`config.mk`:
```
export PLATFORM = sky130hd
export DESIGN_NAME = cpu_sequencer
export DESIGN_NICKNAME = d
export VERILOG_FILES = /design/src/rtl/cpu_sequencer.sv
export SDC_FILE = /design/constraint.sdc
export NUM_CORES = 1
export LEC_CHECK = 0
export CORE_MARGIN = 3
export CORE_UTILIZATION = 42
export DETAILED_ROUTE_END_ITERATION = 6
export PLACE_DENSITY = 0.78
export SLEW_MARGIN = 10
export SYNTH_ARGS = -nofsm -noshare
export SYNTH_HDL_FRONTEND = slang
export SYNTH_SLANG_ARGS = --single-unit
```
`constraint.sdc`:
```
create_clock -name clk -period 3.8 [get_ports clk]
set_clock_uncertainty 0.2 [all_clocks]
set_input_delay 0.57 -clock clk [delete_from_list [all_inputs] [get_ports clk]]
set_output_delay 0.57 -clock clk [all_outputs]
set_load 0.05 [all_outputs]
```
`src/rtl/cpu_sequencer.sv`:
```
// Eight-phase control sequencer for the 8-bit accumulator CPU.
// Optional trace feature (instruction counter + INST_LOAD display) under CPU_SEQ_TRACE_EN.
module cpu_sequencer #(
    parameter int unsigned MEM_WAIT   = 0,
    parameter bit          HLT_RESUME = 1'b0
) (
    input  logic       clk,
    input  logic       rst_n,
    input  logic [2:0] opcode,
    input  logic       zero,
    input  logic       resume,
    output logic       sel,
    output logic       rd,
    output logic       ld_ir,
    output logic       inc_pc,
    output logic       ld_pc,
    output logic       ld_ac,
    output logic       wr,
    output logic       data_e,
    output logic       halt,
    output logic [2:0] phase
`ifdef CPU_SEQ_TRACE_EN
    ,
    output logic [15:0] instr_count
`endif
);

    localparam int unsigned WAIT_W    = 4;
    localparam int unsigned PHASE_W   = 3;
    localparam logic [WAIT_W-1:0] WAIT_LOAD = WAIT_W'(MEM_WAIT);

    localparam logic [2:0] OP_HLT = 3'b000;
    localparam logic [2:0] OP_SKZ = 3'b001;
    localparam logic [2:0] OP_ADD = 3'b010;
    localparam logic [2:0] OP_AND = 3'b011;
    localparam logic [2:0] OP_XOR = 3'b100;
    localparam logic [2:0] OP_LDA = 3'b101;
    localparam logic [2:0] OP_STO = 3'b110;
    localparam logic [2:0] OP_JMP = 3'b111;

    typedef enum logic [PHASE_W-1:0] {
        INST_ADDR  = 3'd0,
        INST_FETCH = 3'd1,
        INST_LOAD  = 3'd2,
        IDLE       = 3'd3,
        OP_ADDR    = 3'd4,
        OP_FETCH   = 3'd5,
        ALU_OP     = 3'd6,
        STORE      = 3'd7
    } phase_t;

    phase_t              phase_q, phase_d;
    logic                halted_q, halted_d;
    logic [WAIT_W-1:0]   wait_q, wait_d;
    logic                aluop;

    assign aluop = opcode inside {OP_ADD, OP_AND, OP_XOR, OP_LDA};

    // State register
    always_ff @(posedge clk or negedge rst_n) begin
        if (!rst_n) begin
            phase_q  <= INST_ADDR;
            halted_q <= 1'b0;
            wait_q   <= '0;
        end else begin
            phase_q  <= phase_d;
            halted_q <= halted_d;
            wait_q   <= wait_d;
        end
    end

    // Next-state: memory phases hold until the wait counter drains
    always_comb begin
        phase_d  = phase_q;
        halted_d = halted_q;
        wait_d   = wait_q;
        if (halted_q) begin
            if (HLT_RESUME && resume) begin
                halted_d = 1'b0;
                phase_d  = INST_ADDR;
            end
        end else begin
            unique case (phase_q)
                INST_ADDR: begin
                    phase_d = INST_FETCH;
                    wait_d  = WAIT_LOAD;
                end
                INST_FETCH: begin
                    if (wait_q == '0) phase_d = INST_LOAD;
                    else              wait_d  = wait_q - WAIT_W'(1);
                end
                INST_LOAD: phase_d = IDLE;
                IDLE:      phase_d = OP_ADDR;
                OP_ADDR: begin
                    if (opcode == OP_HLT) begin
                        halted_d = 1'b1;
                        phase_d  = INST_ADDR;
                    end else begin
                        phase_d = OP_FETCH;
                        wait_d  = WAIT_LOAD;
                    end
                end
                OP_FETCH: begin
                    if (wait_q == '0) phase_d = ALU_OP;
                    else              wait_d  = wait_q - WAIT_W'(1);
                end
                ALU_OP: phase_d = STORE;
                STORE:  phase_d = INST_ADDR;
            endcase
        end
    end

    // Strobe decode from phase, opcode and zero; halted forces everything but halt low
    always_comb begin
        sel    = 1'b0;
        rd     = 1'b0;
        ld_ir  = 1'b0;
        inc_pc = 1'b0;
        ld_pc  = 1'b0;
        ld_ac  = 1'b0;
        wr     = 1'b0;
        data_e = 1'b0;
        halt   = 1'b0;
        phase  = 3'd0;
        if (halted_q) begin
            halt = 1'b1;
        end else begin
            phase = phase_q;
            unique case (phase_q)
                INST_ADDR: sel = 1'b1;
                INST_FETCH: begin
                    sel = 1'b1;
                    rd  = 1'b1;
                end
                INST_LOAD, IDLE: begin
                    sel   = 1'b1;
                    rd    = 1'b1;
                    ld_ir = 1'b1;
                end
                OP_ADDR: begin
                    inc_pc = 1'b1;
                    halt   = (opcode == OP_HLT);
                end
                OP_FETCH: rd = aluop;
                ALU_OP: begin
                    rd     = aluop;
                    inc_pc = (opcode == OP_SKZ) && zero;
                    ld_pc  = (opcode == OP_JMP);
                    data_e = (opcode == OP_STO);
                end
                STORE: begin
                    rd     = aluop;
                    ld_ac  = aluop;
                    ld_pc  = (opcode == OP_JMP);
                    wr     = (opcode == OP_STO);
                    data_e = (opcode == OP_STO);
                end
            endcase
        end
    end

`ifdef CPU_SEQ_TRACE_EN
    // Completed-instruction counter; halted core never reaches STORE so it freezes
    always_ff @(posedge clk or negedge rst_n) begin
        if (!rst_n) begin
            instr_count <= '0;
        end else if (!halted_q && phase_q == STORE) begin
            instr_count <= instr_count + 16'(1);
        end
    end

    always_ff @(posedge clk) begin
        if (rst_n && !halted_q && phase_q == INST_LOAD) begin
            $display("cpu_sequencer: phase=%0d opcode=%0d", phase_q, opcode);
        end
    end
`else
    // Core ports only.
`endif

endmodule

```
==> results of run 1 <==
[per-layer routing]
| metal | vias to the layer above | part of all wire [%] |
|---|---|---|
| met3 | 0 | 5.5 |
| met5 | - | 0 |
| li1 | 303 | - |
| met4 | 0 | 0 |
| met2 | 15 | 43 |
| met1 | 258 | 51 |
[how the worst min path moves through the flow]
stage | end | slack (ns) | depth (start not counted)
finish | wait_q[1]$_DFFE_PN0P_ | 0.37 | 1
global route | wait_q[3]$_DFFE_PN0P_ | 0.39 | 1
global placement | wait_q[1]$_DFFE_PN0P_ | 0.35 | 1
CTS | wait_q[1]$_DFFE_PN0P_ | 0.38 | 1
floorplan | halted_q$_DFF_PN0_ | 0.07 | 0
detailed placement | wait_q[1]$_DFFE_PN0P_ | 0.37 | 1
[Yosys cell counts (all sizes together) (2+ instances only)]
library cell	count	area [um^2]
nor3	3	15.01
a22o	2	17.52
a2111oi	2	17.52
nor4b	2	17.52
nor2	9	33.78
ha	6	75.07
nand2	7	26.28
inv	8	30.03
o21ai	6	30.03
a21oi	2	10.01
dfrtp	8	200.2
[cell type report]
class                   instances  area [um^2]
clock buffers                   3        22.52
fillers                       116        523.0
inverters                       8        30.03
multi-input cells              56        385.4
flip-flops and latches          8        200.2
well taps                      15        18.77
repair buffers                 17        170.2
[worst reg2reg max path, delay by kind of cell (launching register included)]
family          cells  cell delay, ns
simple gates        2            0.45
flops               1            0.40
fa+ha+maj           1            0.21
buf+inv             1            0.08
compound gates      2            0.52
[through the flow]
| stage | hold slack (ns) | util [%] | cell area [um^2] | std cells | setup WS [ns] |
|---|---|---|---|---|---|
| after floorplan | 0.07441 | - | 624.3 | 74 | 0.3831 |
| after global placement | 0.3520 | 59.59 | 804.5 | 104 | 0.4859 |
| after detailed placement | 0.3664 | 59.59 | 804.5 | 104 | 0.5027 |
| after CTS | 0.3792 | 61.26 | 827.0 | 107 | 0.4871 |
| after global routing | 0.3915 | 61.26 | 827.0 | 107 | 0.3912 |
| final | 0.3716 | 61.26 | 827.0 | 107 | 0.4854 |
[cell usage in the layout, fill, tap and decap left out]
cell	count
a2111oi_1	1
o21ai_0	6
o311ai_0	1
o21bai_4	1
nand2b_1	1
nand3_1	1
xnor2_1	1
mux2i_1	1
nor2_1	9
or3b_1	1
a211oi_1	1
a21oi_1	2
ha_1	6
a2111oi_0	1
or2_2	1
o22ai_1	1
nor4b_1	2
nor3b_1	1
or4_1	1
a41oi_1	1
dfrtp_1	8
nor3_1	3
o31ai_1	1
or3_4	1
nand2_1	7
inv_1	8
clkbuf_4	3
a22o_1	2
a31oi_1	1
nor4_1	1
clkdlybuf4s50_1	17
[cell families after synthesis]
group | count (synthesis) | share of synthesized area, %
flip-flops | 8 | 32.13
adder cells (fa/ha/maj) | 6 | 12.05
multiplexers | 1 | 1.606
XOR/XNOR | 1 | 1.406
AO/OA/AOI/OAI | 19 | 22.29
AND/OR/NAND/NOR | 29 | 24.30
buffers and inverters | 10 | 6.224
[registers in the layout, summed over array words and instances (netlist names)]
| name | cells |
|---|---|
| halted_q | 1 |
| phase_q | 3 |
| wait_q | 4 |
==> flow_metrics.py, run 1 <==
metrics = {
    "status": {
        "run_status": "completed",
    },
    "sta": {
        "timing.slew.headroom_pct": 66.76,
        "rsz0062_at_grt": "false",
        "max_freq_mhz": 301.7,
        "setup_viol": 0,
        "slew_viol_final": 0,
        "fin_crit_ns": 3.315,
        "hold_violations": 0,
        "tightestPinTransition_ns": 0.4970,
        "final.setup.tns_ns": 0,
        "period_share_pct": 87.23,
    },
    "worst_setup_path": {
        "path_max_fanout": 9,
        "worstReg2RegEnd": "phase_q[0]$_DFFE_PN0P_",
        "r2r_slack_ns": 1.85,
        "crit_end": "halt",
        "path_class": "in2out",
        "critPathTopFamily": "buffers and inverters",
        "arrival_ns": 2.54,
        "cp_slowest_cell": "clkdlybuf4s50_1",
        "crit_buf_inv": 2,
        "cp-startpoint": "opcode[0]",
        "end_kind": "output pin",
        "worstSetupPathDepth": 4,
        "cp_data_required_time_ns": 3.03,
        "path_cells": "clkdlybuf4s50_1, or3_4, o21bai_4, clkdlybuf4s50_1",
        "max_stage_delay_ns": 0.84,
        "start_kind": "primary input",
        "path_common_cell": "clkdlybuf4s50_1",
        "reg2reg_depth": 6,
        "reg2reg_from": "wait_q[0]$_DFFE_PN0P_",
    },
    "layout": {
        "drive_gt1_share_pct": 6.522,
        "final_nets": 107,
        "syn2layout_area_growth_pct": 32.73,
        "antennaDiodeCount": 0,
    },
    "yosys": {
        "synth-seq-cells": 8,
        "async_flop_share_pct": 100.0,
        "syn_inst": 74,
        "ys_types": 30,
        "synth-edff-count": 0,
        "ys_seq_area_share_pct": 32.13,
        "synth-main-ff-cell": "dfrtp_1",
        "syn_area_per_cell_um2": 8.420,
        "syn_nets": 87,
        "yosys_warnings": 0,
        "netlist_area_um2": 623.1,
    },
    "die": {
        "chipHeight_um": 44.52,
        "die_w_um": 44.52,
        "rows": 13,
        "core_um2": 1350,
        "initial_core_util_pct": 46.15,
        "dieArea_um2": 1982,
        "io_pins": 19,
    },
    "global_routing": {
        "grt_use_met3_pct": 7.317,
        "grt_max_degree": 10,
        "antenna_found_initial": 0,
        "grt_pass1_vias": 493,
        "grtUsageMet2_pct": 21.78,
        "gr-total-overflow": 0,
        "grt_pass1_wl_um": 2283,
        "top_usage_layer": "met1",
        "gr-usage-met1_pct": 23.08,
        "grt.total_usage_pct": 16.10,
    },
    "route": {
        "vias": 576,
        "dr.pass1.iters": 4,
        "drc": 0,
        "drtAntennaViolNets": 0,
        "viasPerCell": 5.383,
        "routedWlPerCell_um": 12.29,
        "initialDrtViolationCount": 3,
        "finalWirelength_um": 1315,
    },
    "cts": {
        "ctsHoldBuffers": 0,
        "cts_max_path_buffers": 2,
        "cts_buffers": 3,
        "postCtsSetupBuffers": 0,
        "cts_tree": "yes",
        "cts-root-buf": "clkbuf_4",
        "htree_levels": 1,
        "clk_pin_slew_ns": 0.06,
        "post_cts_resized": 0,
        "cts_sinks": 8,
        "clk_latency_ns": 0.25,
    },
    "min_path": {
        "worstHoldPathType": "reg2reg",
        "hp-start": "wait_q[1]$_DFFE_PN0P_",
    },
    "placement": {
        "dp_hpwl_um": 1017,
        "io_buffers": 17,
        "routabilityCongestion": 0.8012,
    },
    "job": {
        "max_cap_violations": 0,
    },
}
Power of run 1 is not shown: default switching activity piles up to over one toggle a cycle in this logic, so the estimate is an artifact.
==> inputs of run 2 (changes only) <==
--- a/config.mk
+++ b/config.mk
@@ -6,9 +6,9 @@
 export NUM_CORES = 1
 export LEC_CHECK = 0
 export CORE_MARGIN = 3
-export CORE_UTILIZATION = 42
+export CORE_UTILIZATION = 48
 export DETAILED_ROUTE_END_ITERATION = 6
-export PLACE_DENSITY = 0.78
+export PLACE_DENSITY = 0.87
 export SLEW_MARGIN = 10
 export SYNTH_ARGS = -nofsm -noshare
 export SYNTH_HDL_FRONTEND = slang
==> constraint.sdc (replaced) <==
create_clock -name clk -period 4.3 [get_ports clk]
set_clock_uncertainty 0.2 [all_clocks]
set_input_delay 0.645 -clock clk [delete_from_list [all_inputs] [get_ports clk]]
set_output_delay 0.645 -clock clk [all_outputs]
set_load 0.05 [all_outputs]
==> run 2 against run 1 <==
  * First-iteration DRC count rose to 5.0 times the previous value
  * Global-route usage grew 3.2 points
  * Wire length increased by 18%
  * Non-clock buffer count unchanged
  * Worst setup slack better by 0.34 ns
  * Critical path depth unchanged
  * Hold slack worse by 0.0033 ns
  * Final cell count is 0.93% lower
  * Register-to-register slack better by 0.46 ns
  * Highest routed layer is now met4
==> flow_metrics.py, run 2 (same netlist as run 1, synthesis figures left out) <==
metrics = {
    "layout": {
        "largest_register_ffs": 4,
        "reg_top3": "wait_q (4), phase_q (3), halted_q (1)",
        "final_nets": 107,
        "layout_commonest_cell": "clkdlybuf4s50_1",
        "final_cell_mix": "17 x clkdlybuf4s50_1, 9 x nor2_1, 8 x inv_1, 8 x dfrtp_1, 7 x nand2_1",
        "antennaDiodeCount": 0,
        "top_register": "wait_q",
        "nFillCells": 99,
        "syn2layout_area_growth_pct": 32.33,
        "drive_gt1_share_pct": 6.522,
    },
    "power_and_ir_drop": {
        "internal_power_w": 0.0003341,
        "irDropWorstVdd_mv": 0.6013,
        "p_sw_w": 0.0004131,
        "power_density_nw_per_um2": 906.3,
        "clkPwrFrac_pct": 7.9,
        "p_leak_nw": 0.3378,
        "pwr-share-seq_pct": 20.9,
        "combPwrFrac_pct": 71.2,
        "p_sw_share_pct": 55.29,
        "total_power_w": 0.0007473,
    },
    "sta": {
        "setup_viol": 0,
        "fin_ws_ns": 0.8278,
        "max_freq_mhz": 288.0,
        "period_share_pct": 80.75,
        "timing.slew.headroom_pct": 66.28,
        "final.setup.tns_ns": 0,
        "hold_violations": 0,
        "fin_crit_ns": 3.472,
        "slew_viol_final": 0,
        "tightestPinTransition_ns": 0.5042,
        "rsz0062_at_grt": "false",
    },
    "route": {
        "drtAntennaViolNets": 0,
        "dr_wl_met2_um": 809,
        "viasPerCell": 5.887,
        "drc": 0,
        "finalWirelength_um": 1557,
        "m1WireLength_um": 664,
        "vias": 624,
        "top_layer": "met4",
        "initialDrtViolationCount": 15,
        "routedWlPerCell_um": 14.69,
        "dr.pass1.iters": 4,
        "wl_met3_um": 74,
    },
    "cts": {
        "cts_sinks": 8,
        "cts-root-buf": "clkbuf_4",
        "clk_latency_ns": 0.26,
        "clk_pin_slew_ns": 0.06,
        "cts_max_path_buffers": 2,
        "postCtsSetupBuffers": 0,
        "post_cts_resized": 0,
        "cts_buffers": 3,
        "htree_levels": 1,
        "cts_tree": "yes",
        "ctsHoldBuffers": 0,
    },
    "die": {
        "dieArea_um2": 1767,
        "chipHeight_um": 42.03,
        "die_w_um": 42.03,
        "initial_core_util_pct": 53.90,
        "io_pins": 19,
        "core_um2": 1156,
        "rows": 12,
    },
    "worst_setup_path": {
        "start_kind": "primary input",
        "path_max_fanout": 9,
        "path_class": "in2out",
        "max_stage_delay_ns": 0.85,
        "path_common_cell": "clkdlybuf4s50_1",
        "end_kind": "output pin",
        "cp_data_required_time_ns": 3.45,
        "cp_slowest_cell": "clkdlybuf4s50_1",
        "path_cells": "clkdlybuf4s50_1, or3_4, o21bai_4, clkdlybuf4s50_1",
        "critPathTopFamily": "buffers and inverters",
        "crit_buf_inv": 2,
        "arrival_ns": 2.63,
    },
    "placement": {
        "pre_cts_slack_ns": 0.8326,
        "routabilityCongestion": 0.8117,
        "io_buffers": 17,
        "dp_hpwl_um": 1255,
    },
    "global_routing": {
        "grt_pass1_wl_um": 2553,
        "grt_pass1_vias": 565,
        "grt.total_usage_pct": 19.32,
        "grt_max_degree": 10,
        "gr-total-overflow": 0,
        "antenna_found_initial": 0,
    },
    "status": {
        "run_status": "completed",
    },
    "min_path": {
        "worstHoldPathType": "reg2reg",
    },
    "job": {
        "max_cap_violations": 0,
    },
}
run 2: path summary, 6_finish.rpt:
check / to / slack (ns) / cells after the start / startpoint
setup / recovery: halt / 0.83 / 4 / opcode[0]
hold / removal: wait_q[1]$_DFFE_PN0P_ / 0.37 / 1 / wait_q[1]$_DFFE_PN0P_
setup reg to reg: wait_q[0]$_DFFE_PN0P_ / 2.31 / 6 / phase_q[0]$_DFFE_PN0P_
hold reg to reg: wait_q[1]$_DFFE_PN0P_ / 0.37 / 1 / wait_q[1]$_DFFE_PN0P_
max in group asynchronous: phase_q[1]$_DFFE_PN0P_ / 3.16 / 1 / rst_n
min in group asynchronous: wait_q[1]$_DFFE_PN0P_ / 0.46 / 1 / rst_n
run 2: area by class of cell:
cell class | instances | area (um^2) | share of cell area, %
Multi-Input combinational cell | 56 | 384.1 | 46.59
Sequential cell | 8 | 200.2 | 24.28
Timing Repair Buffer | 17 | 170.2 | 20.64
Inverter | 8 | 30.03 | 3.642
Clock buffer | 3 | 22.52 | 2.731
Tap cell | 14 | 17.52 | 2.124
run 2: metrics by stage:
stage	hold WS, ns	area, um^2	utilization [%]	std cells
2_1_floorplan	0.1494	623.1	-	74
3_3_place_gp	0.3498	802.0	69.37	103
3_5_place_dp	0.3561	802.0	69.37	103
4_1_cts	0.3698	824.5	71.32	106
5_1_grt	0.3880	824.5	71.32	106
6_report	0.3683	824.5	71.32	106
run 2: power by group through the flow:
stage	clock (W)	combinational (W)	sequential, W
finish	0.0000592	0.000532	0.000156
global placement	0	0.000514	0.000152
global route	0.0000664	0.000577	0.000161
floorplan	0	0.000400	0.000135
detailed placement	0	0.000533	0.000156
CTS	0.0000608	0.000535	0.000154
run 2: routing by layer:
metal	global-route usage, %	vias up
li1	-	304
met1	22.93	304
met2	32.10	14
met3	7.725	2
met4	5.590	0
met5	0	-
run 2: worst reg2reg max path: cells and delay by family, from the launching register on:
kind                       cells  cell delay, ns
DFF                            1            0.40
adders and majority gates      1            0.28
AOI/OAI and AO/OA              2            0.24
and+or+nand+nor                2            0.64
buffers and inverters          1            0.11
(Power assumes the default switching activity.)
